$ cat src/rtl/prbs_symbol_generator.sv
// -----------------------------------------------------------------------------
// prbs_symbol_generator
//
// Produces a stream of signed bipolar samples (+AMPLITUDE for bit 1,
// -AMPLITUDE for bit 0). Each symbol bit is repeated for sps samples. The
// symbol source is selected at load time:
//   00 PRBS7 (x^7 + x^6 + 1), 01 PRBS15 (x^15 + x^14 + 1),
//   10 rotating fixed pattern, 11 alternating 1/0.
// Output uses a valid/ready handshake. A presented sample is held until it is
// accepted, and samples are only produced while enable is high.
//
// Ports
//   clock        : single clock, rising edge
//   reset        : synchronous, active-high
//   enable       : allow new samples to be generated
//   load         : one-cycle strobe; latches mode/sps/seed/pattern, restarts
//   mode         : symbol source select (see above)
//   sps          : samples per symbol (0 behaves as 1)
//   seed         : LFSR seed (PRBS7 uses seed[6:0])
//   pattern      : fixed-pattern bits, MSB sent first
//   out_ready    : downstream accepts the presented sample
//   samples      : registered signed sample
//   sample_valid : samples holds a valid sample
//   symbol_start : presented sample is the first of its symbol
//   bit_out      : symbol bit of the presented sample
//   lockup       : sticky; a zero seed was loaded in a PRBS mode
// -----------------------------------------------------------------------------
module prbs_symbol_generator #(
  parameter int SAMPLE_W  = 8,
  parameter int AMPLITUDE = 1,
  parameter int SPS_W     = 8,
  parameter int PATTERN_W = 16
) (
  input  logic                 clock,
  input  logic                 reset,
  input  logic                 enable,
  input  logic                 load,
  input  logic [1:0]           mode,
  input  logic [SPS_W-1:0]     sps,
  input  logic [14:0]          seed,
  input  logic [PATTERN_W-1:0] pattern,
  input  logic                 out_ready,
  output logic [SAMPLE_W-1:0]  samples,
  output logic                 sample_valid,
  output logic                 symbol_start,
  output logic                 bit_out,
  output logic                 lockup
);

  localparam logic [1:0] MODE_PRBS7   = 2'b00;
  localparam logic [1:0] MODE_PRBS15  = 2'b01;
  localparam logic [1:0] MODE_PATTERN = 2'b10;
  localparam logic [1:0] MODE_ALT     = 2'b11;

  localparam logic [SAMPLE_W-1:0] POS_LEVEL = SAMPLE_W'(AMPLITUDE);
  localparam logic [SAMPLE_W-1:0] NEG_LEVEL = ~POS_LEVEL + 1'b1;

  // Latched configuration
  logic [1:0]           mode_reg;
  logic [SPS_W-1:0]     sps_eff_reg;

  // Symbol sources; each keeps its own state so only the selected one moves
  logic [6:0]           prbs7_reg,   prbs7_next;
  logic [14:0]          prbs15_reg,  prbs15_next;
  logic [PATTERN_W-1:0] pattern_reg, pattern_next;
  logic                 alt_reg,     alt_next;

  // Position of the presented (or next to be presented) sample in its symbol
  logic [SPS_W-1:0]     count_reg,   count_next;

  // Output registers
  logic [SAMPLE_W-1:0]  samples_reg;
  logic                 valid_reg;
  logic                 start_reg;
  logic                 bit_reg;
  logic                 lockup_reg;

  logic                 transfer;
  logic                 symbol_end;
  logic                 present;
  logic                 bit_next;

  // Load-time seed handling: an all-zero seed would stall an LFSR forever
  logic                 seed7_zero;
  logic                 seed15_zero;
  logic                 load_seed_zero;
  logic                 load_is_prbs;

  assign transfer   = valid_reg & out_ready;
  assign symbol_end = (count_reg == sps_eff_reg - 1'b1);
  // A new sample may be produced when the output slot is empty or being freed
  assign present    = ~valid_reg | transfer;

  assign seed7_zero     = (seed[6:0] == 7'd0);
  assign seed15_zero    = (seed == 15'd0);
  assign load_is_prbs   = (mode == MODE_PRBS7) || (mode == MODE_PRBS15);
  assign load_seed_zero = (mode == MODE_PRBS7) ? seed7_zero : seed15_zero;

  always_comb begin
    count_next   = count_reg;
    prbs7_next   = prbs7_reg;
    prbs15_next  = prbs15_reg;
    pattern_next = pattern_reg;
    alt_next     = alt_reg;
    bit_next     = 1'b0;

    if (transfer) begin
      if (symbol_end) begin
        count_next = '0;
        case (mode_reg)
          MODE_PRBS7:   prbs7_next   = {prbs7_reg[5:0], prbs7_reg[6] ^ prbs7_reg[5]};
          MODE_PRBS15:  prbs15_next  = {prbs15_reg[13:0], prbs15_reg[14] ^ prbs15_reg[13]};
          MODE_PATTERN: pattern_next = {pattern_reg[PATTERN_W-2:0], pattern_reg[PATTERN_W-1]};
          default:      alt_next     = ~alt_reg;
        endcase
      end else begin
        count_next = count_reg + 1'b1;
      end
    end

    // Bit for the sample produced this cycle comes from the post-transfer state
    case (mode_reg)
      MODE_PRBS7:   bit_next = prbs7_next[6];
      MODE_PRBS15:  bit_next = prbs15_next[14];
      MODE_PATTERN: bit_next = pattern_next[PATTERN_W-1];
      default:      bit_next = alt_next;
    endcase
  end

  always_ff @(posedge clock) begin
    if (reset) begin
      mode_reg    <= MODE_PRBS7;
      sps_eff_reg <= SPS_W'(1);
      prbs7_reg   <= '1;
      prbs15_reg  <= '1;
      pattern_reg <= '1;
      alt_reg     <= 1'b1;
      count_reg   <= '0;
      samples_reg <= '0;
      valid_reg   <= 1'b0;
      start_reg   <= 1'b0;
      bit_reg     <= 1'b0;
      lockup_reg  <= 1'b0;
    end else if (load) begin
      // Restart: drop any held sample and reinitialise every source
      mode_reg    <= mode;
      sps_eff_reg <= (sps == '0) ? SPS_W'(1) : sps;
      prbs7_reg   <= seed7_zero  ? 7'h7F   : seed[6:0];
      prbs15_reg  <= seed15_zero ? 15'h7FFF : seed;
      pattern_reg <= pattern;
      alt_reg     <= 1'b1;
      count_reg   <= '0;
      valid_reg   <= 1'b0;
      if (load_is_prbs) begin
        lockup_reg <= load_seed_zero;
      end
    end else begin
      count_reg   <= count_next;
      prbs7_reg   <= prbs7_next;
      prbs15_reg  <= prbs15_next;
      pattern_reg <= pattern_next;
      alt_reg     <= alt_next;
      if (present) begin
        valid_reg <= enable;
        if (enable) begin
          samples_reg <= bit_next ? POS_LEVEL : NEG_LEVEL;
          bit_reg     <= bit_next;
          start_reg   <= (count_next == '0);
        end
      end
    end
  end

  assign samples      = samples_reg;
  assign sample_valid = valid_reg;
  assign symbol_start = start_reg;
  assign bit_out      = bit_reg;
  assign lockup       = lockup_reg;

endmodule

$ cat config.mk
export PLATFORM = sky130hd
export DESIGN_NAME = prbs_symbol_generator
export DESIGN_NICKNAME = d
export VERILOG_FILES = /design/src/rtl/prbs_symbol_generator.sv
export SDC_FILE = /design/constraint.sdc
export NUM_CORES = 1
export LEC_CHECK = 0
export CORE_UTILIZATION = 49
export CTS_BUF_LIST = sky130_fd_sc_hd__clkbuf_4
export CTS_CLUSTER_DIAMETER = 150
export DETAILED_ROUTE_END_ITERATION = 10
export GPL_TIMING_DRIVEN = 0
export PLACE_DENSITY = 0.78
export RECOVER_POWER = 25
export SYNTH_ARGS = -nofsm -noshare
export SYNTH_HDL_FRONTEND = slang
export SYNTH_SLANG_ARGS = --single-unit
export TNS_END_PERCENT = 30
$ cat constraint.sdc
create_clock -name clock -period 2.6 [get_ports clock]
set_input_delay 0.52 -clock clock [delete_from_list [all_inputs] [get_ports clock]]
set_output_delay 0.52 -clock clock [all_outputs]
set_load 0.02 [all_outputs]
* Word-level counts from Yosys, hierarchy flattened
Cells that the tools add are included.
Widths: inputs -> output; s select.
** Storage, ports and cells
- Register bits after elaboration :: 69
- Input bits :: 46
- Output and inout bits :: 12
- Logic and storage cells :: 70
** Operators by class
- Add/subtract/negate cells :: 2
- Equality and inequality tests :: 4
- Multiplexer cells :: 23
- Bitwise operators :: 7
- Reduce and logical (&&, ||, !) cells :: 19
** Operator list (number)
- $mux 15 :: 5
- $mux 16 :: 4
- $mux 7 :: 5
- $mux 8 :: 4
- $logic_not 8->1 :: 2
- $logic_not 15->1 :: 1
- $reduce_and 3->1 :: 4
- $reduce_bool 2->1 :: 5
- $add 8x1->8 const B :: 1
- $eq 8x8->1 :: 1
- $sub 8x1->8 const B :: 1
- $logic_not 7->1 :: 1
- $eq 2x1->1 const B :: 2
- $logic_not 2->1 :: 2
- $mux 1 :: 4
- $not 1->1 :: 3
- $pmux 1 s3 :: 1
- $reduce_or 3->1 :: 1
- $eq 2x2->1 const B :: 1
- $reduce_and 2->1 :: 1
- $reduce_or 2->1 :: 1
- $xor 1x1->1 :: 2
- $and 1x1->1 :: 1
- $logic_or 1x1->1 :: 1
- $or 1x1->1 :: 1

* Logic depth before layout (Yosys ltp)
Gate-level depths: netlist of the first run.
- Word-level depth :: 7
- Mapped depth :: 11
- Mapped depth without buffers :: 10

* Worst setup path after synthesis of the first run
No wires, ideal clock.
- Kind :: register to register
- Start :: reg sps_eff_reg[0]
- End :: reg pattern_reg[10]
- Library setup time :: 0.129 ns
- Arrival :: 2.660 ns
- Data required time :: 2.471 ns
- Path slack :: -0.189 ns
- Stages on the path, launching flop included :: 12
- Buffers on the path :: 1
- Clock period less this slack :: 2.789 ns
- Path through :: dfxtp_1 -> inv_1 -> ha_1 -> xnor2_1 -> a211o_1 -> a211o_1 -> or3_4 -> nor3_4 -> buf_6 -> mux2_2 -> mux2i_1 -> nand2_1
** On the way
- Word-level cells in the longest chain between the ends :: 4
** Ends and longest elaborated chain
- from (decl) :: RTL line 60 : logic [SPS_W-1:0] sps_eff_reg;
- from (signal assigned) :: RTL line 147 : sps_eff_reg <= (sps == '0) ? SPS_W'(1) : sps;
- $sub 8x1->8 :: RTL line 90 : assign symbol_end = (count_reg == sps_eff_reg - 1'b1);
- $eq 8x8->1 :: RTL line 90
- $reduce_bool 2->1 (no line)
- $reduce_and 3->1 (no line)
- to (signal assigned) :: RTL line 150 : pattern_reg <= pattern;
- to (signal assigned) :: RTL line 161 : pattern_reg <= pattern_next;
- to (decl) :: RTL line 65 : logic [PATTERN_W-1:0] pattern_reg, pattern_next;
Every way passes these cells.
A chain may end at the register's enable or synchronous reset.

* Worst setup path after layout of the first run
- Start :: reg sps_eff_reg[0]
- End :: reg pattern_reg[14]
Same word-level chain as after synthesis.

==> results of run 1 <==
[how the worst max path moves through the flow]
stage                                         endpoint  slack, ns  cells past startpoint
after global placement     pattern_reg[9]$_SDFFE_PP1P_      -0.39                      9
after floorplan           pattern_reg[10]$_SDFFE_PP1P_      -0.09                     11
after CTS                  pattern_reg[9]$_SDFFE_PP1P_      -0.12                     12
final                     pattern_reg[14]$_SDFFE_PP1P_      -0.14                     12
after global routing      pattern_reg[13]$_SDFFE_PP1P_      -0.27                     12
after detailed placement   pattern_reg[5]$_SDFFE_PP1P_      -0.43                      9
[cell type report]
class | count | area, um^2 | share of cell area [%]
multi-input combinational | 266 | 1940 | 45.7
tap | 77 | 96.3 | 2.27
timing repair buffer | 64 | 629 | 14.8
buffer | 28 | 151 | 3.56
inverter | 7 | 28.8 | 0.677
clock inverter | 6 | 61.3 | 1.44
clock buffer | 10 | 75.1 | 1.77
sequential | 63 | 1270 | 29.8
[stage by stage]
stage          hold slack (ns)  std cells  total power [uW]  setup slack, ns
4_1_cts                  0.485        519              2120           -0.115
3_5_place_dp             0.462        496              1450           -0.425
2_1_floorplan            0.481        364              1300          -0.0866
6_report                 0.479        521              2120           -0.137
5_1_grt                  0.501        521              2210           -0.267
3_3_place_gp             0.464        496              1440           -0.388
[cell families after synthesis]
| logic type | Yosys count | share of synthesized area [%] |
|---|---|---|
| buffers and inverters | 35 | 5.41 |
| multiplexers | 63 | 19.8 |
| AO/OA/AOI/OAI | 56 | 12.0 |
| flip-flops | 63 | 38.4 |
| XOR/XNOR | 18 | 4.80 |
| adder cells (fa/ha/maj) | 2 | 0.761 |
| AND/OR/NAND/NOR | 127 | 18.8 |
[routing by layer]
| layer | routed length (um) | vias up | global-route usage, % |
|---|---|---|---|
| li1 | - | 1446 | - |
| met1 | 3530 | 1351 | 29.8 |
| met2 | 3630 | 60 | 37.4 |
| met3 | 368 | 9 | 6.13 |
| met4 | 95 | 0 | 7.52 |
| met5 | 0 | - | 0 |
[what timing repair did]
item / in CTS / in global routing
pin swaps: 4 / 8
buffers inserted: 6 / 2
endpoints found under the setup margin: 33 / 37
resized for setup: 19 / 8
hold buffers: 0 / 0
gates cloned: 1 / 0
[power groups by stage]
stage          registers (uW)  clock network (uW)  logic, uW
3_5_place_dp             1090                   0        359
3_3_place_gp             1090                   0        351
2_1_floorplan            1090                   0        214
5_1_grt                  1080                 714        418
6_report                 1070                 669        384
4_1_cts                  1070                 679        376
[cells in the mapped netlist, drive strengths merged, types with 3 or more instances]
| cell type | number |
|---|---|
| mux2i | 47 |
| a21oi | 6 |
| a211oi | 3 |
| buf | 12 |
| o21a | 3 |
| inv | 7 |
| clkbuf | 16 |
| o22ai | 20 |
| mux2 | 16 |
| nand3 | 9 |
| nand2b | 4 |
| o21ai | 4 |
| xor2 | 7 |
| nand2 | 34 |
| nand4 | 4 |
| nor3 | 8 |
| dfxtp | 63 |
| a21boi | 3 |
| nor2 | 49 |
| nor4 | 5 |
| xnor2 | 11 |
| nor2b | 3 |
==> results.md, run 1 <==
- The startpoint identified for the worst register-to-register timing path is sps_eff_reg[0]$_SDFFE_PP1P_.
- The count of nets left with antenna violations after detail routing is 0.
- The total count of max-transition violations in the final report is 0.
- The dominant synthesized flop cell is dfxtp_1.
- The total count of hold-check failures in the final report is 0.
- The headroom to the max-slew limit is 43.5%.
- The number of antenna violations at the first check in global routing came to 0.
- The clock passes through at most 2 buffers.
- The count of buffer and inverter cells on the critical path is 3.
- TritonCTS built the clock tree.
- The flip-flop count of the largest register, all copies and words added is 16.
- In the final layout, the share of cells above drive strength 1 is 15.5%.
- The floorplan has 29 rows.
- Setup repair after global routing could not meet its margin everywhere.
- The routed design has 7630 um of wire.
- The count of endpoints failing setup in the final report is 19.
- After routing, the total negative slack on setup checks comes to -1.95 ns.
- The first global-routing pass estimated 13000 um of wire.
- The die covers 7040 um^2.
- For this run, design rule violations remaining after detail routing come to 1.
- The clock latency at the later pin of the worst-skew pair is 0.42 ns.
- The post-detailed-placement cell area is 3950 um^2.
- The filler cell count is 541.
- Of all cell types, the one taking the most synthesized area is dfxtp_1.
- The die is 83.9 um tall.
- The via count of the first global-routing pass is 2792.
- The number of antenna diodes is 0.
- The number of levels the H-tree was split into is 3.
- The sequential share of power is 50.4%.
- In the post-synthesis netlist, the biggest area contributors are dfxtp_1 38%, mux2i_1 14%, nor2_1 5.6%.
- On the final layout, the worst clock skew is 0.0180 ns.
- In this run the horizontal extent of the chip is 83.9 um.
- Along the worst path, the maximum fanout reaches 5.
- The library cells used most frequently in the layout, excluding fill and tap cells, are 61 x dfxtp_1, 55 x clkdlybuf4s50_1, 49 x nor2_1, 47 x mux2i_1, 34 x nand2_1.
- For this design the total switching power over the nets is 590 uW.
- The analysis attributes to cell leakage a power of 0.00166 uW.
- After detailed routing, the average wire length per cell comes to 14.6 um.
- Global routing used 23.1% of the available tracks.
- Clock-pin slew was measured on the worst setup and hold paths at 0.11 ns.
- Synthesis produced a netlist whose cell count is 364.
- For the worst setup path, the data arrival time is 3.03 ns.
- The slowest stage of the critical path belongs to the cell or3_4.
- Yosys mapped a number of flops with a built-in enable equal to 0.
- The final reports fail on design-rule violations, negative setup slack.
- Detailed placement ended at an HPWL of 5460 um.
- The critical path is of the flop to flop type.
- The count of distinct cell types in the synthesized netlist is 52.
- The post-synthesis area per instance is 9.03 um^2.
- Entering global routing, the biggest net connects 12 pins.
- The clock root buffer is clkbuf_4.
- The core utilization of the finished layout is 66.2%.
- The count of port buffers added during placement is 55.
- The kind of cell adding the most delay to the critical path is simple AND/OR/NAND/NOR gates.
- The kind of launch point of the worst setup path is a flop.
- The number of cell instances on the worst register-to-register path is 12.
- The average vias per placed instance is 5.50.
- The worst endpoint required time is 2.89 ns.
- The worst setup slack for register-to-register paths is -0.14 ns.
- The maximum clock frequency is 365 MHz.
- Of the total power, the share spent switching nets is 27.8%.
- The fraction of the cycle the final worst path needs is 105%.
- The minimum setup slack in the final design is -0.137 ns.
- The clock period minus worst slack is 2.74 ns.
- The core region is 6420 um^2.
- The number of buffers inserted during clock tree synthesis is 9.
- The flow ran to the end, but the final reports show violations.
- The startpoint identified for the worst hold timing path is reset.
- The count of yosys warnings during synthesis is 0.
- The number of detailed-route iterations in the first pass is 7.
- The critical path goes through inv_4, ha_4, xnor2_1, a211o_1, a211o_1, or3_4, nor3_4, buf_6, buf_6, mux2_2, mux2i_1, nand2_1.
- The weighted congestion reported at the end of routability-driven placement is 0.844.
- The number of top-level pins is 58.
- The most common library cell in the layout ignoring fill and taps is dfxtp_1.
- The clock sink count is 63.
- The starting density of the core is 51.2%.
- The internal portion of the total power is 1530 uW.
- Combinational logic is responsible for 18.1% of the overall power.
- The launching element of the worst setup path is sps_eff_reg[0]$_SDFFE_PP1P_.
- The worst hold path was traced through 2 stages.
- The worst stage delay on the critical path is 0.41 ns.
- The clock power share is 31.5%.
- For hold timing, the worst endpoint is bit_out$_SDFFE_PP0P_.
- The first-iteration detailed-routing DRC count is 139.
- Summing all non-filler instances in the final layout gives an area of 4250 um^2.
- The worst-case IR drop observed on VDD is 0.358 mV.
- The endpoint type of the worst setup path is a flop.
- In this run the power density over the cells is 500 nW/um^2.
- The total congestion overflow after global routing is 0.
- Across the run, the number of max-cap violations was 0.
- The portion of the post-synthesis area used by sequential elements is 38.4%.
- The net count of the finished layout is 487.
- The path class of the tightest hold or removal check is input pin to flop.
- When the netlist entered floorplanning its net count stood at 412.
- The routed layout has 2866 vias.
- The cell area after synthesis is 3290 um^2.
- The post-synthesis sequential element count is 63.
- The end of the worst register-to-register path is pattern_reg[14]$_SDFFE_PP1P_.
- The portion of synthesized cell area occupied by the leading cell type is 38.4%.
- From synthesis to final layout, the design area changed by 29.4%.
- The async set-or-reset flop fraction in the synthesized netlist is 0%.
- For the pin with the worst max-slew slack, the measured transition is 0.845 ns.
(Power assumes the default switching activity.)
==> run 2, diff against run 1 <==
--- a/config.mk
+++ b/config.mk
@@ -10,7 +10,7 @@
 export CTS_CLUSTER_DIAMETER = 150
 export DETAILED_ROUTE_END_ITERATION = 10
 export GPL_TIMING_DRIVEN = 0
-export PLACE_DENSITY = 0.78
+export PLACE_DENSITY_LB_ADDON = 0.1
 export RECOVER_POWER = 25
 export SYNTH_ARGS = -nofsm -noshare
 export SYNTH_HDL_FRONTEND = slang
==> results.md, run 2 (synthesis gave the netlist of run 1 again) <==
- The flow ran to the end, but the final reports show violations.
- The checks that failed: design-rule violations, negative setup slack.
- 0 antenna diodes ended up in the layout.
- The post-cts hold buffer count is 0.
- Summed over all layers, the global routing overflow is 0.
- The footprint of the multi-input gates is 1920 um^2.
- Setup violations remaining at the end of the flow were counted as 14.
- The endpoint type of the worst setup path is a flop.
- The cell sitting at the root of the clock tree is a clkbuf_4.
- Counting the fill cells in the layout gives 539.
- The count of nets left with antenna violations after detail routing is 0.
- The clock period minus worst slack is 2.67 ns.
- The clock reaches the later pin of the worst-skew pair after 0.41 ns.
- The number of antenna violations at the first check in global routing came to 0.
- Summing internal, switching and leakage power gives 2130 uW.
- The clock net in this run drives a total of 63 sinks.
- The worst setup path is launched from a flop.
- For this configuration, the core starts out at a cell density of 51.2%.
- In this run the horizontal extent of the chip is 83.9 um.
- The pre-antenna-repair detailed-routing pass consisted of 7 iterations.
- Input and output buffers added on the ports amount to 55.
- For this block, the initial DRC count from the detailed router was 155.
- Setup repair after global routing could not meet its margin everywhere.
- The worst setup path category is flop to flop.
- For the pin with the worst max-slew slack, the measured transition is 0.895 ns.
- The signal arrival time at the worst endpoint is 3.03 ns.
- After detailed placement, the total cell area comes to 3950 um^2.
- Data on the critical path is required at its endpoint by 2.95 ns.
- The clock tree from TritonCTS is built.
- The register area is 1270 um^2.
- The average vias per placed instance is 5.47.
- The overall fraction of global-route tracks in use is 21.9%.
- The layout overhead on the synthesized area is 28.8%.
- The number of top-level pins is 58.
- After routing the design area is 4230 um^2.
- The leakage component of the power is 0.00164 uW.
- The wire length of the first global-routing pass is 12300 um.
- Dividing the detail-routed wire length by the instance count gives 14.1 um.
- The top cell types in the final layout, fill and taps aside, are 61 x dfxtp_1, 55 x clkdlybuf4s50_1, 49 x nor2_1, 46 x mux2i_1, 34 x nand2_1.
- Across the routed clock network, the largest skew measured is 0.0126 ns.
- Power spread over the standard cell area amounts to 503 nW/um^2.
- The maximum clock frequency is 374 MHz.
- The vertical die dimension is 83.9 um.
- The minimum setup slack in the final design is -0.0716 ns.
- Of the available clock period, the critical path in the final layout requires 103%.
- The post-CTS clock slew at the launch and capture registers of the worst setup and hold paths is 0.10 ns.
- The total count of hold-check failures in the final report was 0.
- The net total in the final layout is 488.
- The largest net degree at the start of global routing is 12.
- For this block, the routed nets add up to 7380 um of wire.
- After legalization and detailed placement, the total HPWL measured 5250 um.
- The core region is 6420 um^2.
- The routed via count is 2853.
- The flip-flop count of the largest register, all copies and words added is 16.
- Buffers inserted during clock tree synthesis total 9.
- The total DRC errors in the routed layout is 10.
- The core utilization of the finished layout is 65.9%.
- The biggest fanout along the worst timing path is 7.
- The longest clock path from root to sink contains 2 buffers.
- The via count of the first global-routing pass is 2656.
- The die covers 7040 um^2.
- The worst pin sits at a relative slew slack of 40.2%.
- The floorplan has 29 rows.
- The total count of max-transition violations in the final report is 0.
- VDD sags by at most 0.294 mV.
- Leaving out fill and tap cells, the most frequent cell in the layout is dfxtp_1.
- In this run the number of H-tree levels came out at 3.
- The classification of the worst-slack hold path is flop to flop.
- The weighted congestion reported at the end of routability-driven placement is 0.839.
- Of the cells placed in the final design, the portion with a size suffix greater than 1 is 15.3%.
- The number of maximum-capacitance constraint violations is 0.
[run 2: cell types whose count changed in the layout (fill, tap and decap cells not counted), sizes merged]
cell      before  now
buf           21   22
clkinv         5    4
clkinvlp       0    1
[run 2: what timing repair did]
action / 4_1_cts / 5_1_grt
gates resized for setup: 11 / 11
setup buffers: 6 / 2
setup endpoints to repair: 33 / 40
cloned: 1 / 1
pin swaps: 4 / 2
[run 2: area by class of cell]
cell class,count,area share (%)
Clock buffer,10,1.77
Sequential cell,63,29.9
Buffer,28,3.58
Clock inverter,6,1.45
Multi-Input combinational cell,266,45.4
Tap cell,77,2.28
Inverter,7,0.621
Timing Repair Buffer,65,15.0
[run 2: power by group]
| group | switching [uW] | internal, uW | leakage (uW) |
|---|---|---|---|
| registers | 44.9 | 1030 | 0.000522 |
| clock network | 371 | 301 | 0.0000761 |
| logic | 174 | 211 | 0.00104 |
| total | 590 | 1540 | 0.00164 |
[run 2: per-stage QoR]
step                      std cells  TNS (ns)  hold WS, ns  worst slack (ns)
after global routing            522     -4.76        0.520            -0.212
after CTS                       519     -1.98        0.499            -0.108
after floorplan                 364    -0.832        0.481           -0.0866
after detailed placement        496     -7.88        0.466            -0.394
after global placement          496     -7.78        0.468            -0.392
final                           522    -0.533        0.493           -0.0716
[run 2: metal layers]
| metal | GRT usage [%] | share of wire [%] | vias to the layer above |
|---|---|---|---|
| li1 | - | - | 1443 |
| met1 | 29.6 | 49 | 1322 |
| met2 | 34.1 | 44 | 79 |
| met3 | 4.85 | 5.3 | 9 |
| met4 | 7.99 | 1.4 | 0 |
| met5 | 0 | 0 | - |
[run 2: path summary, 6_finish.rpt]
path                             end                        start  slack [ns]  depth (start not counted)
min             bit_out$_SDFFE_PP0P_         bit_out$_SDFFE_PP0P_        0.49                          2
max reg2reg  samples[6]$_SDFFE_PP0P_  sps_eff_reg[0]$_SDFFE_PP1P_       -0.07                         11
max          samples[6]$_SDFFE_PP0P_  sps_eff_reg[0]$_SDFFE_PP1P_       -0.07                         11
min reg2reg     bit_out$_SDFFE_PP0P_         bit_out$_SDFFE_PP0P_        0.49                          2
[run 2: critical path, cell delays in order (launching register included)]
cell and delay [ns]:
dfxtp_4 0.36, inv_2 0.04, ha_4 0.23, xnor2_1 0.11
a211o_1 0.26, a211o_1 0.24, or3_4 0.35, nor3_4 0.22
buf_6 0.19, mux2i_2 0.21, a41o_1 0.25, o211a_1 0.16
